<file path="config.mk">
export PLATFORM = sky130hd
export DESIGN_NAME = hazard_scoreboard
export DESIGN_NICKNAME = d
export VERILOG_FILES = /design/src/rtl/hazard_scoreboard.sv
export SDC_FILE = /design/constraint.sdc
export NUM_CORES = 1
export LEC_CHECK = 0
export CAP_MARGIN = 20
export CORE_ASPECT_RATIO = 0.7
export CORE_MARGIN = 2
export CORE_UTILIZATION = 25
export CTS_CLUSTER_DIAMETER = 30
export CTS_CLUSTER_SIZE = 14
export DETAILED_ROUTE_END_ITERATION = 7
export PLACE_DENSITY = 0.5
export SLEW_MARGIN = 20
export SYNTH_ARGS = -nofsm -noshare
export SYNTH_HDL_FRONTEND = slang
export SYNTH_SLANG_ARGS = --single-unit
</file>
<file path="constraint.sdc">
create_clock -name clk -period 8.4 [get_ports clk]
set_input_delay 1.68 -clock clk [delete_from_list [all_inputs] [get_ports clk]]
set_output_delay 1.68 -clock clk [all_outputs]
set_load 0.03 [all_outputs]
</file>
<file path="src/rtl/hazard_scoreboard.sv">
// Scoreboard hazard unit for the in-order RV32I core.
// Per-register writer age/producer stage drives decode stall and operand bypass selection.
module hazard_scoreboard #(
  parameter int PIPE_DEPTH = 4,
  parameter int NREGS      = 32,
  parameter int FWD_EN     = 1,
  parameter int ALU_STAGE  = 2,
  parameter int LOAD_STAGE = 3,
  localparam int SW        = $clog2(PIPE_DEPTH + 1)
) (
  input  logic          clk,
  input  logic          reset,
  input  logic          freeze,
  input  logic          flush,
  input  logic          flush_all,
  input  logic          id_valid,
  input  logic [4:0]    id_rs1,
  input  logic          id_rs1_used,
  input  logic [4:0]    id_rs2,
  input  logic          id_rs2_used,
  input  logic [4:0]    id_rd,
  input  logic          id_rd_we,
  input  logic          id_is_load,
  output logic          stall,
  output logic          issue,
  output logic          fwd1_en,
  output logic [SW-1:0] fwd1_stage,
  output logic          fwd2_en,
  output logic [SW-1:0] fwd2_stage
);

  localparam int RW = (NREGS > 1) ? $clog2(NREGS) : 1;
  localparam logic [SW-1:0] DEPTH_S = SW'(PIPE_DEPTH);
  localparam logic [SW-1:0] ALU_S   = SW'(ALU_STAGE);
  localparam logic [SW-1:0] LOAD_S  = SW'(LOAD_STAGE);
  localparam logic [SW-1:0] FIRST_S = SW'(2);

  // Handshake: the decode instruction transfers on a cycle where id_valid && issue;
  // stall is the not-ready indication and holds fetch/decode while a bubble is injected.

  // age: 0 = no writer in flight, else stage currently holding the newest writer.
  // prod: stage at whose end that writer's result exists (valid only while age != 0).
  logic [SW-1:0] age  [NREGS];
  logic [SW-1:0] prod [NREGS];

  logic [4:0]    src      [2];
  logic          src_used [2];
  logic [RW-1:0] src_idx  [2];
  logic [SW-1:0] src_age  [2];
  logic [SW-1:0] src_prod [2];
  logic          haz      [2];
  logic          fen      [2];
  logic [SW-1:0] fst      [2];

  logic [RW-1:0] rd_idx;
  logic          rd_track;

  always_comb begin
    src[0]      = id_rs1;
    src[1]      = id_rs2;
    src_used[0] = id_rs1_used;
    src_used[1] = id_rs2_used;
    for (int i = 0; i < 2; i++) begin
      src_idx[i]  = src[i][RW-1:0];
      src_age[i]  = '0;
      src_prod[i] = '0;
      haz[i]      = 1'b0;
      fen[i]      = 1'b0;
      fst[i]      = '0;
      if (src_used[i] && (src[i] != 5'd0) && (int'(src[i]) < NREGS)) begin
        src_age[i]  = age[src_idx[i]];
        src_prod[i] = prod[src_idx[i]];
      end
      if (src_age[i] != '0) begin
        if (FWD_EN != 0) begin
          // A result produced at the end of this cycle can still be muxed in,
          // so only a writer strictly before its producer stage blocks.
          if (src_age[i] < src_prod[i]) begin
            haz[i] = 1'b1;
          end else if (src_age[i] != DEPTH_S) begin
            fen[i] = 1'b1;
            fst[i] = src_age[i];
          end
        end else if (src_age[i] < DEPTH_S) begin
          haz[i] = 1'b1;
        end
      end
    end
  end

  assign stall      = id_valid & ~flush & (haz[0] | haz[1]);
  assign issue      = id_valid & ~stall & ~flush & ~freeze;
  assign fwd1_en    = fen[0];
  assign fwd1_stage = fst[0];
  assign fwd2_en    = fen[1];
  assign fwd2_stage = fst[1];

  assign rd_idx   = id_rd[RW-1:0];
  assign rd_track = issue & id_rd_we & (id_rd != 5'd0) & (int'(id_rd) < NREGS);

  always_ff @(posedge clk) begin
    if (reset || flush_all) begin
      for (int r = 0; r < NREGS; r++) age[r] <= '0;
    end else if (!freeze) begin
      for (int r = 0; r < NREGS; r++) begin
        if (age[r] == DEPTH_S)  age[r] <= '0;
        else if (age[r] != '0)  age[r] <= age[r] + SW'(1);
      end
      // Newest writer wins: a re-issued rd discards the older in-flight entry.
      if (rd_track) age[rd_idx] <= FIRST_S;
    end
  end

  always_ff @(posedge clk) begin
    if (!reset && !flush_all && !freeze && rd_track)
      prod[rd_idx] <= id_is_load ? LOAD_S : ALU_S;
  end

endmodule
</file>
# Word-level counts from Yosys, hierarchy flattened
# Memories as Yosys holds them, arrays and structs flattened.
# Cells that the tools add are included.
# op_classes
n_bitwise	75
n_reduce_logical	46
order_cmp	2
eq_ne	34
n_addsub	32
muxes	381
# ops
cell	n
$mux W1	307
$mux W3	74
$reduce_bool A3 Y1	34
$add A3 B1 Y3 const B	32
$eq A3 B3 Y1 const B	32
$or A1 B1 Y1	65
$reduce_bool A5 Y1	3
$and A1 B1 Y1	7
$lt A3 B3 Y1	2
$ne A3 B3 Y1 const B	2
$logic_and A1 B1 Y1	5
$logic_not A1 Y1	3
$not A1 Y1	3
$logic_or A1 B1 Y1	1
# word_totals
regBits	0
in_bits	25
ram_bits	128
output_inout_bits	10
memories	2
# memory_table
memory	depth	word_bits	read_ports	rd_clocked_by_memory_dff	write_ports	line_no	source
age	32	3	34	0	33	43	logic [SW-1:0] age [NREGS];
prod	32	1	2	0	1	44	logic [SW-1:0] prod [NREGS];

# Longest topological paths before layout
# Gate-level depths: netlist of the first run.
# depth
ltp_word	18
mapped_depth	13

# Worst setup path after synthesis of the first run
# Ideal clock, no wire load.
# synth_path
path_type	input to output
from	in id_rs2[1]
to	out issue
arrival_ns	4.633
path_stages	8
setup_slack_ns	2.087
path_buffers	2
cell_sequence	buf_4 -> mux4_2 -> mux4_2 -> mux2i_4 -> o211ai_4 -> and3_1 -> buf_2 -> nor4b_1
# synth_between
elab_chain_cells	12
word_cells_on_any_way	16
cone_classes	1 x order compare; 4 x mux; 6 x bitwise; 3 x reduce/logical; 2 x memory
# synth_rtl
element	line_no	source
start: declaration	19	input logic [4:0] id_rs2,
branches (longest 5 deep; another with $mem_v2 Z32 W3)	n/a	
$mux W1 (*)	74	if (src_age[i] != '0) begin
$or A1 B1 Y1 (*)	91	assign stall = id_valid & ~flush & (haz[0] | haz[1]);
$and A1 B1 Y1 (*)	91	
$not A1 Y1 (*)	92	assign issue = id_valid & ~stall & ~flush & ~freeze;
$and A1 B1 Y1 (*) (3 in a row)	92	
end: declaration	25	output logic issue,
# Every way passes the cells marked *.

# Worst setup path in the final report of the first run
# layout_path
from	in id_rs1[2]
to	out stall
# layout_between
elab_chain_cells	8
word_cells_on_any_way	12
cone_classes	1 x order compare; 4 x mux; 2 x bitwise; 3 x reduce/logical; 2 x memory
# layout_rtl
element	line_no	source
start: declaration	17	input logic [4:0] id_rs1,
branches (longest 5 deep; another with $mem_v2 Z32 W3)	n/a	
$mux W1 (*)	74	
$or A1 B1 Y1 (*)	91	
$and A1 B1 Y1 (*)	91	
end: declaration	24	output logic stall,
# Marked as above.

==> results of run 1 <==
[path summary, 6_finish.rpt]
path	from	end	cells past startpoint
worst min-delay path	age[10][1]$_SDFFE_PP1P_	age[10][1]$_SDFFE_PP1P_	2
worst max-delay path	id_rs1[2]	stall	10
worst min register to register	age[10][1]$_SDFFE_PP1P_	age[10][1]$_SDFFE_PP1P_	2
worst max register to register	age[9][1]$_SDFFE_PP1P_	prod[31]$_DFFE_PP_	8
[power by group through the flow]
stage / Clock (mW) / Sequential (mW) / Combinational (mW)
after floorplan: 0 / 0.645 / 0.109
after global placement: 0 / 0.645 / 0.152
after detailed placement: 0 / 0.645 / 0.153
after CTS: 0.803 / 0.632 / 0.154
after global routing: 0.833 / 0.632 / 0.166
final: 0.789 / 0.632 / 0.154
[cell families after synthesis]
logic type | count (synthesis) | share of synthesized area
adder cells (fa/ha/maj) | 93 | 0.115
other | 1 | 0.000372
AO/OA/AOI/OAI | 293 | 0.210
flip-flops | 128 | 0.286
AND/OR/NAND/NOR | 321 | 0.143
multiplexers | 119 | 0.181
buffers and inverters | 140 | 0.0640
[registers in the layout (all words and copies together) (netlist names)]
register  cells
prod         32
age          96
[per-stage QoR]
stage	instances	hold WS (ns)	setup WS [ns]
final	1638	0.590	1.30
after global routing	1638	0.623	1.19
after CTS	1638	0.594	1.36
after detailed placement	1606	0.584	1.37
after global placement	1606	0.581	1.44
after floorplan	1095	0.472	2.09
[routing by layer]
metal  routed length [µm]  track usage  vias to the layer above  part of all wire
li1                     -            -                     4034                 -
met1                16800        0.246                     4192              0.50
met2                12600        0.210                      353              0.38
met3                 3570       0.0585                       34              0.11
met4                  556       0.0445                        0             0.017
met5                    0            0                        -                 0
[cells in the mapped netlist, types with 5 or more instances]
master      n
nand2_1   117
dfxtp_1    96
ha_1       93
nor2_1     82
nor3_1     68
inv_1      67
o21ai_0    65
a21oi_1    57
o31a_1     49
mux4_2     47
mux2i_1    41
a22oi_1    39
edfxtp_1   32
clkbuf_1   29
mux2_2     28
o31ai_2    28
buf_2      21
nor2b_1    17
a31oi_1    11
buf_6       9
and2_1      8
a211oi_1    7
buf_4       7
nand3_1     7
o21a_1      7
and3_1      5
buf_1       5
nor3b_1     5
o211ai_1    5
o31ai_1     5
[worst register-to-register path, delay by kind of cell (launching register included)]
kind / cells / cell delay (ns)
muxes: 3 / 1.37
DFF: 1 / 0.41
and+or+nand+nor: 2 / 0.46
buffers and inverters: 2 / 1.22
AOI/OAI and AO/OA: 1 / 0.27
[final cells by class]
| cell class | count | area (µm²) | area share |
|---|---|---|---|
| clock buffers | 22 | 485 | 0.0425 |
| clock inverters | 10 | 131 | 0.0115 |
| inverters | 69 | 259 | 0.0227 |
| multi-input cells | 827 | 6570 | 0.576 |
| flip-flops and latches | 128 | 2880 | 0.253 |
| well taps | 535 | 669 | 0.0587 |
| repair buffers | 47 | 413 | 0.0362 |
==> reports/results.ini, run 1 <==
[run_status]
status = complete, no violations

[yosys]
syn-cell-area_um2 = 10100
synth_nets = 1213
ys_types = 59
yosysTopAreaCellShare = 0.191
synth_edf_count = 32
synth_top_area_cell = dfxtp_1
yosys_warnings = 0
synthTopCellsByArea = dfxtp_1 19%, ha_1 12%, mux4_2 10%
synth_seq_cells = 128
syn_area_per_cell_um2 = 9.21
synthCells = 1095
seq_area_frac_synth = 0.286
synthArstFlopShare = 0
yosys_most_used_dff = dfxtp_1

[clocking]
clk_path_buf_depth = 2
clkTransAtPathRegs_ns = 0.06
cts-hold-fix-buffers = 0
cts_sinks = 128
root_buffer = clkbuf_16
post-cts-setup-buffer-count = 0
cts_tree = done
cts_buffers = 17
clk_latency_ns = 0.45
cts_resized = 0
htree_levels = 4

[timing]
worst_pin_slew_ns = 1.08
timing.final.crit_share = 0.845
grt_setup_unrepaired = false
max_freq_mhz = 141
timing.final.crit_period_ns = 7.10
relSlewSlack = 0.280
final.setup.tns_ns = 0
hold_violations = 0
finalClockSkew_ns = 0.00899
slew_viol_final = 0
setup_viol = 0

[floorplanning]
die_h_um = 172
dieArea_um2 = 42000
start_util = 0.254
io_pins = 35
coreArea_um2 = 39800
die_w_um = 244
row_count = 61

[worst_hold_path]
min_path_type = reg2reg

[setup_path]
cp_max_fo = 24
cp_top_family = buffers and inverters
startpoint_type = input port
rrSetupSlack_ns = 4.40
arrival_ns = 5.42
path_class = in2out
cp_slowest_stage_delay_ns = 0.66
cp-end-kind = output pin
cp.required_ns = 6.72
path_buf_inv = 3
slowest_stage = clkdlybuf4s50_1
crit_chain = buf_2, buf_4, mux2i_1, mux4_2, a221oi_1, a31oi_1, a21bo_2, nor4_2, o21a_1, clkdlybuf4s50_1

[drt]
ant_nets = 0
post-route-drc-count = 0
drt-initial-drc-count = 960
wl_per_cell_um = 20.5
wirelength_mm = 33.5
drtPass1Iterations = 5
num_vias = 8613
vias_per_cell = 5.26

[layout]
areaGrowthSynthToFinish_pct = 13.2
final_cell_mix = 117 x nand2_1, 96 x dfxtp_1, 93 x ha_1, 82 x nor2_1, 68 x nor3_1
drive_gt1_frac = 0.146
final_common_cell = nand2_1
fin_nets = 1208
fill_cells = 4174
final_util = 0.287
diodes = 0
final_area_um2 = 11400

[power]
sw_frac_of_total = 0.253
cell_internal_pwr_mw = 1.18
pwr-share-clk = 0.501
power_mw = 1.58
peakVddDrop_v = 0.000149
p_leak_nw = 4.00
powerDensity_nw_per_um2 = 138
combPwrFrac = 0.098
power.share.sequential = 0.401
net-switching-power_uw = 399

[job]
cap_viol_max_count = 0

[grt]
grt_pass1_vias = 7909
overflow = 0
grt_antenna_before_repair = 0
grt_max_degree = 64
grt_pass1_wl_mm = 50.3
grt.total_usage = 0.163

[placed_design]
dp_hpwl_mm = 25.1
placed_area_um2 = 10800
io_buffers = 34
place_congestion = 0.909

Note: power is estimated with default switching activity, not from simulation.
==> run 2: changes to the inputs <==
- PLACE_DENSITY: 0.5 -> 0.52
- clock period: 8.4 -> 6.15 ns (I/O delays scaled with it)
==> reports/results.ini, run 2 (synthesized netlist as in run 1, its figures left out) <==
[grt]
grt_pass1_vias = 7949
grt_max_degree = 56
overflow = 0
grt_pass1_wl_mm = 50.1
grt.total_usage = 0.162
grt_antenna_before_repair = 2

[layout]
largestRegisters = age x96, prod x32
fin_nets = 1216
top_register = age
final_common_cell = nand2_1
largest_reg_flops = 96
areaGrowthSynthToFinish_pct = 14.3
final_cell_mix = 117 x nand2_1, 96 x dfxtp_1, 93 x ha_1, 82 x nor2_1, 68 x nor3_1
drive_gt1_frac = 0.155
fill_cells = 4117

[drt]
drtPass1Iterations = 5
vias_per_cell = 5.27
ant_nets = 0
wl_per_cell_um = 20.4
wirelength_mm = 33.5
post-route-drc-count = 0
drt-initial-drc-count = 1070
num_vias = 8685

[power]
peakVddDrop_v = 0.000190
powerDensity_nw_per_um2 = 195
p_leak_nw = 4.07

[timing]
finalClockSkew_ns = 0.00927
hold_violations = 0
timing.final.crit_period_ns = 5.70
relSlewSlack = 0.279
setup_viol = 0
hold_ws_ns = 0.563
grt_setup_unrepaired = false
slew_viol_final = 0
max_freq_mhz = 175
timing.final.crit_share = 0.927
worst_pin_slew_ns = 1.07
final.setup.tns_ns = 0
fin_ws_ns = 0.448

[clocking]
htree_levels = 4
cts_sinks = 128
cts_tree = done
post-cts-setup-buffer-count = 0
clk_path_buf_depth = 2
cts_resized = 0
clkTransAtPathRegs_ns = 0.06
cts_buffers = 17
root_buffer = clkbuf_16
clk_latency_ns = 0.45
cts-hold-fix-buffers = 0

[floorplanning]
io_pins = 35
start_util = 0.254
dieArea_um2 = 42000
row_count = 61
die_h_um = 172
coreArea_um2 = 39800
die_w_um = 244

[setup_path]
arrival_ns = 4.47
cp.required_ns = 4.92
cp-startpoint = id_rs1[3]
cp-end-kind = output pin
path_class = in2out
cp_max_fo = 18
r2r-start = age[3][1]$_SDFFE_PP1P_
startpoint_type = input port

[worst_hold_path]
hp-start = age[0][2]$_SDFFE_PP0P_
min_path_type = reg2reg

[placed_design]
place_congestion = 0.926
pre_cts_slack_ns = 0.487
dp_hpwl_mm = 25.7
io_buffers = 34

[run_status]
status = complete, no violations

[job]
cap_viol_max_count = 0

[run 2: layout make-up]
class	count	area (µm²)	area share
Multi-Input combinational cell	827	6570	0.570
Inverter	69	259	0.0225
Tap cell	535	669	0.0581
Antenna cell	1	2.50	0.000217
Timing Repair Buffer	55	480	0.0417
Clock buffer	17	425	0.0369
Clock inverter	15	240	0.0208
Sequential cell	128	2880	0.250
[run 2: stage by stage]
| step | total power [mW] | utilization | cell area (µm²) | cells |
|---|---|---|---|---|
| after detailed placement | 1.09 | 0.273 | 10900 | 1614 |
| after global routing | 2.32 | 0.290 | 11500 | 1647 |
| final | 2.25 | 0.290 | 11500 | 1647 |
| after CTS | 2.26 | 0.290 | 11500 | 1646 |
| after floorplan | 1.03 | - | 10100 | 1095 |
| after global placement | 1.09 | 0.273 | 10900 | 1614 |
[run 2: report_power, final]
part,internal [mW],switching [mW],total (mW)
clock,0.757,0.410,1.17
sequential,0.863,0.000726,0.863
combinational,0.0694,0.146,0.215
[run 2: critical path: stages]
cell and delay (ns):
clkdlybuf4s50_1 0.46, buf_4 0.29, mux4_2 0.56, mux2i_1 0.23, mux2i_1 0.10, a211oi_1 0.32, nor2_1 0.13, o31ai_1 0.30
buf_4 0.18, a21oi_1 0.04, clkdlybuf4s50_1 0.61
[run 2: final timing paths]
check | to | slack, ns | cells after the start
max | fwd1_en | 0.45 | 11
min | age[0][2]$_SDFFE_PP0P_ | 0.56 | 2
max reg2reg | prod[30]$_DFFE_PP_ | 2.61 | 9
min reg2reg | age[0][2]$_SDFFE_PP0P_ | 0.56 | 2
[run 2: per-layer routing]
layer  share of wire  vias up  GRT usage  wire (µm)
li1                -     4050          -          -
met1            0.48     4198      0.236      15900
met2            0.38      400      0.214      12800
met3            0.12       33     0.0627       4190
met4           0.013        4     0.0400        433
met5          0.0045        -     0.0247        151
==> run 3: changes to the inputs <==
- CORE_MARGIN: 2 -> unset
- PLACE_DENSITY: 0.52 -> 0.5
- SKIP_CTS_REPAIR_TIMING: unset -> 1
- clock period: 6.15 -> 7.35 ns (I/O delays scaled with it)
==> reports/results.ini, run 3 (synthesized netlist as in run 1, its figures left out) <==
[timing]
grt_setup_unrepaired = false
fin_ws_ns = 0.656
timing.final.crit_share = 0.911
hold_violations = 0
worst_pin_slew_ns = 1.13
timing.final.crit_period_ns = 6.69
max_freq_mhz = 149
final.setup.tns_ns = 0
setup_viol = 0
slew_viol_final = 0
hold_ws_ns = 0.567
relSlewSlack = 0.242
finalClockSkew_ns = 0.00779

[clocking]
clk_latency_ns = 0.44
htree_levels = 4
cts_tree = done
cts_buffers = 17
cts_sinks = 128
clkTransAtPathRegs_ns = 0.06
root_buffer = clkbuf_16
clk_path_buf_depth = 2

[drt]
post-route-drc-count = 0
wl_met3_mm = 3.31
wirelength_mm = 33.2
drt-met1-wl_mm = 16.8
vias_per_cell = 5.23
num_vias = 8584
top_layer = met5
drt-initial-drc-count = 987
ant_nets = 0
drtPass1Iterations = 7
wl_per_cell_um = 20.2
route.met2.wl_mm = 12.6

[placed_design]
placed_area_um2 = 10800
placedCellCount = 1609
place_congestion = 0.925
dp_hpwl_mm = 24.6
io_buffers = 34
pre_cts_slack_ns = 0.713

[power]
powerDensity_nw_per_um2 = 158
power_mw = 1.81
peakVddDrop_v = 0.000145
p_leak_nw = 4.02

[setup_path]
cp-startpoint = id_rs1[2]
path_class = in2out
cp_top_family = buffers and inverters
cp.required_ns = 5.88
r2r_cells = 10
critical_path_depth = 11
startpoint_type = input port
arrival_ns = 5.22
path_buf_inv = 4
r2r-start = age[7][1]$_SDFFE_PP1P_
r2r_end = prod[11]$_DFFE_PP_
cp-endpoint = issue
cp_slowest_stage_delay_ns = 0.77
cp-end-kind = output pin
slowest_stage = clkdlybuf4s50_1
cp_max_fo = 37
crit_chain = buf_2, buf_4, mux2_2, a221o_1, a211oi_1, a211oi_1, nor2_1, nor4_2, buf_4, nor4b_1, clkdlybuf4s50_1
rrSetupSlack_ns = 3.37

[floorplanning]
start_util = 0.254
io_pins = 35
dieArea_um2 = 41100
coreArea_um2 = 39700
die_h_um = 170
row_count = 61
die_w_um = 242

[layout]
fill_cells = 4190
top_register = age
fin_nets = 1211
largest_reg_flops = 96
diodes = 0
final_area_um2 = 11400
final_cells = 1641
drive_gt1_frac = 0.149
final_cell_mix = 117 x nand2_1, 96 x dfxtp_1, 93 x ha_1, 82 x nor2_1, 68 x nor3_1
largestRegisters = age x96, prod x32
areaGrowthSynthToFinish_pct = 13.4
final_util = 0.288
final_common_cell = nand2_1

[job]
cap_viol_max_count = 0

[grt]
grt_pass1_vias = 7922
overflow = 0
grt_antenna_before_repair = 2
grt.total_usage = 0.164
grt_pass1_wl_mm = 50.0
grt_max_degree = 67

[run_status]
status = complete, no violations

[worst_hold_path]
hp-start = age[0][2]$_SDFFE_PP0P_
min_path_type = reg2reg

-- run 3: cell count changes in the layout (fill, tap and decap cells not counted), sizes merged --
| cell | previous run | this run |
|---|---|---|
| inv | 69 | 68 |
| clkdlybuf4s50 | 27 | 28 |
| diode | 1 | 0 |
| bufinv | 6 | 4 |
| clkbuf | 17 | 20 |
| buf | 28 | 22 |
-- run 3: worst reg2reg max path, stage by stage, from the launching register on --
cell and delay, ns:
dfxtp_1 0.49, mux2i_1 0.12, mux4_2 0.54, a221oi_1 0.42
a31oi_1 0.13, a21bo_2 0.26, nor4_2 0.12, buf_4 0.19
buf_4 0.66, buf_4 0.60, nor3_1 0.19
-- run 3: worst min-delay path by stage --
| stage | to | slack (ns) | cells after the start |
|---|---|---|---|
| floorplan | age[0][2]$_SDFFE_PP0P_ | 0.47 | 2 |
| global placement | age[0][2]$_SDFFE_PP0P_ | 0.53 | 2 |
| detailed placement | age[0][2]$_SDFFE_PP0P_ | 0.56 | 2 |
| CTS | age[0][2]$_SDFFE_PP0P_ | 0.56 | 2 |
| global route | age[0][2]$_SDFFE_PP0P_ | 0.61 | 2 |
| finish | age[0][2]$_SDFFE_PP0P_ | 0.57 | 2 |
-- run 3: area by class of cell --
class	instances	area [µm²]	area share
clock buffers	20	457	0.0400
clock inverters	12	164	0.0143
inverters	69	259	0.0227
multi-input cells	827	6570	0.574
flip-flops and latches	128	2880	0.252
well taps	535	669	0.0586
repair buffers	50	433	0.0379
-- run 3: metal layers --
metal	GRT usage	vias up
met3	0.0511	31
met5	0	-
met4	0.0402	4
li1	-	4035
met2	0.220	312
met1	0.248	4202
-- run 3: report_power, final --
| part | switching (mW) | total, mW | internal [mW] | leakage [nW] |
|---|---|---|---|---|
| clock | 0.332 | 0.912 | 0.580 | 0.303 |
| sequential | 0.000726 | 0.723 | 0.722 | 1.06 |
| combinational | 0.120 | 0.176 | 0.0562 | 2.66 |
| total | 0.452 | 1.81 | 1.36 | 4.02 |
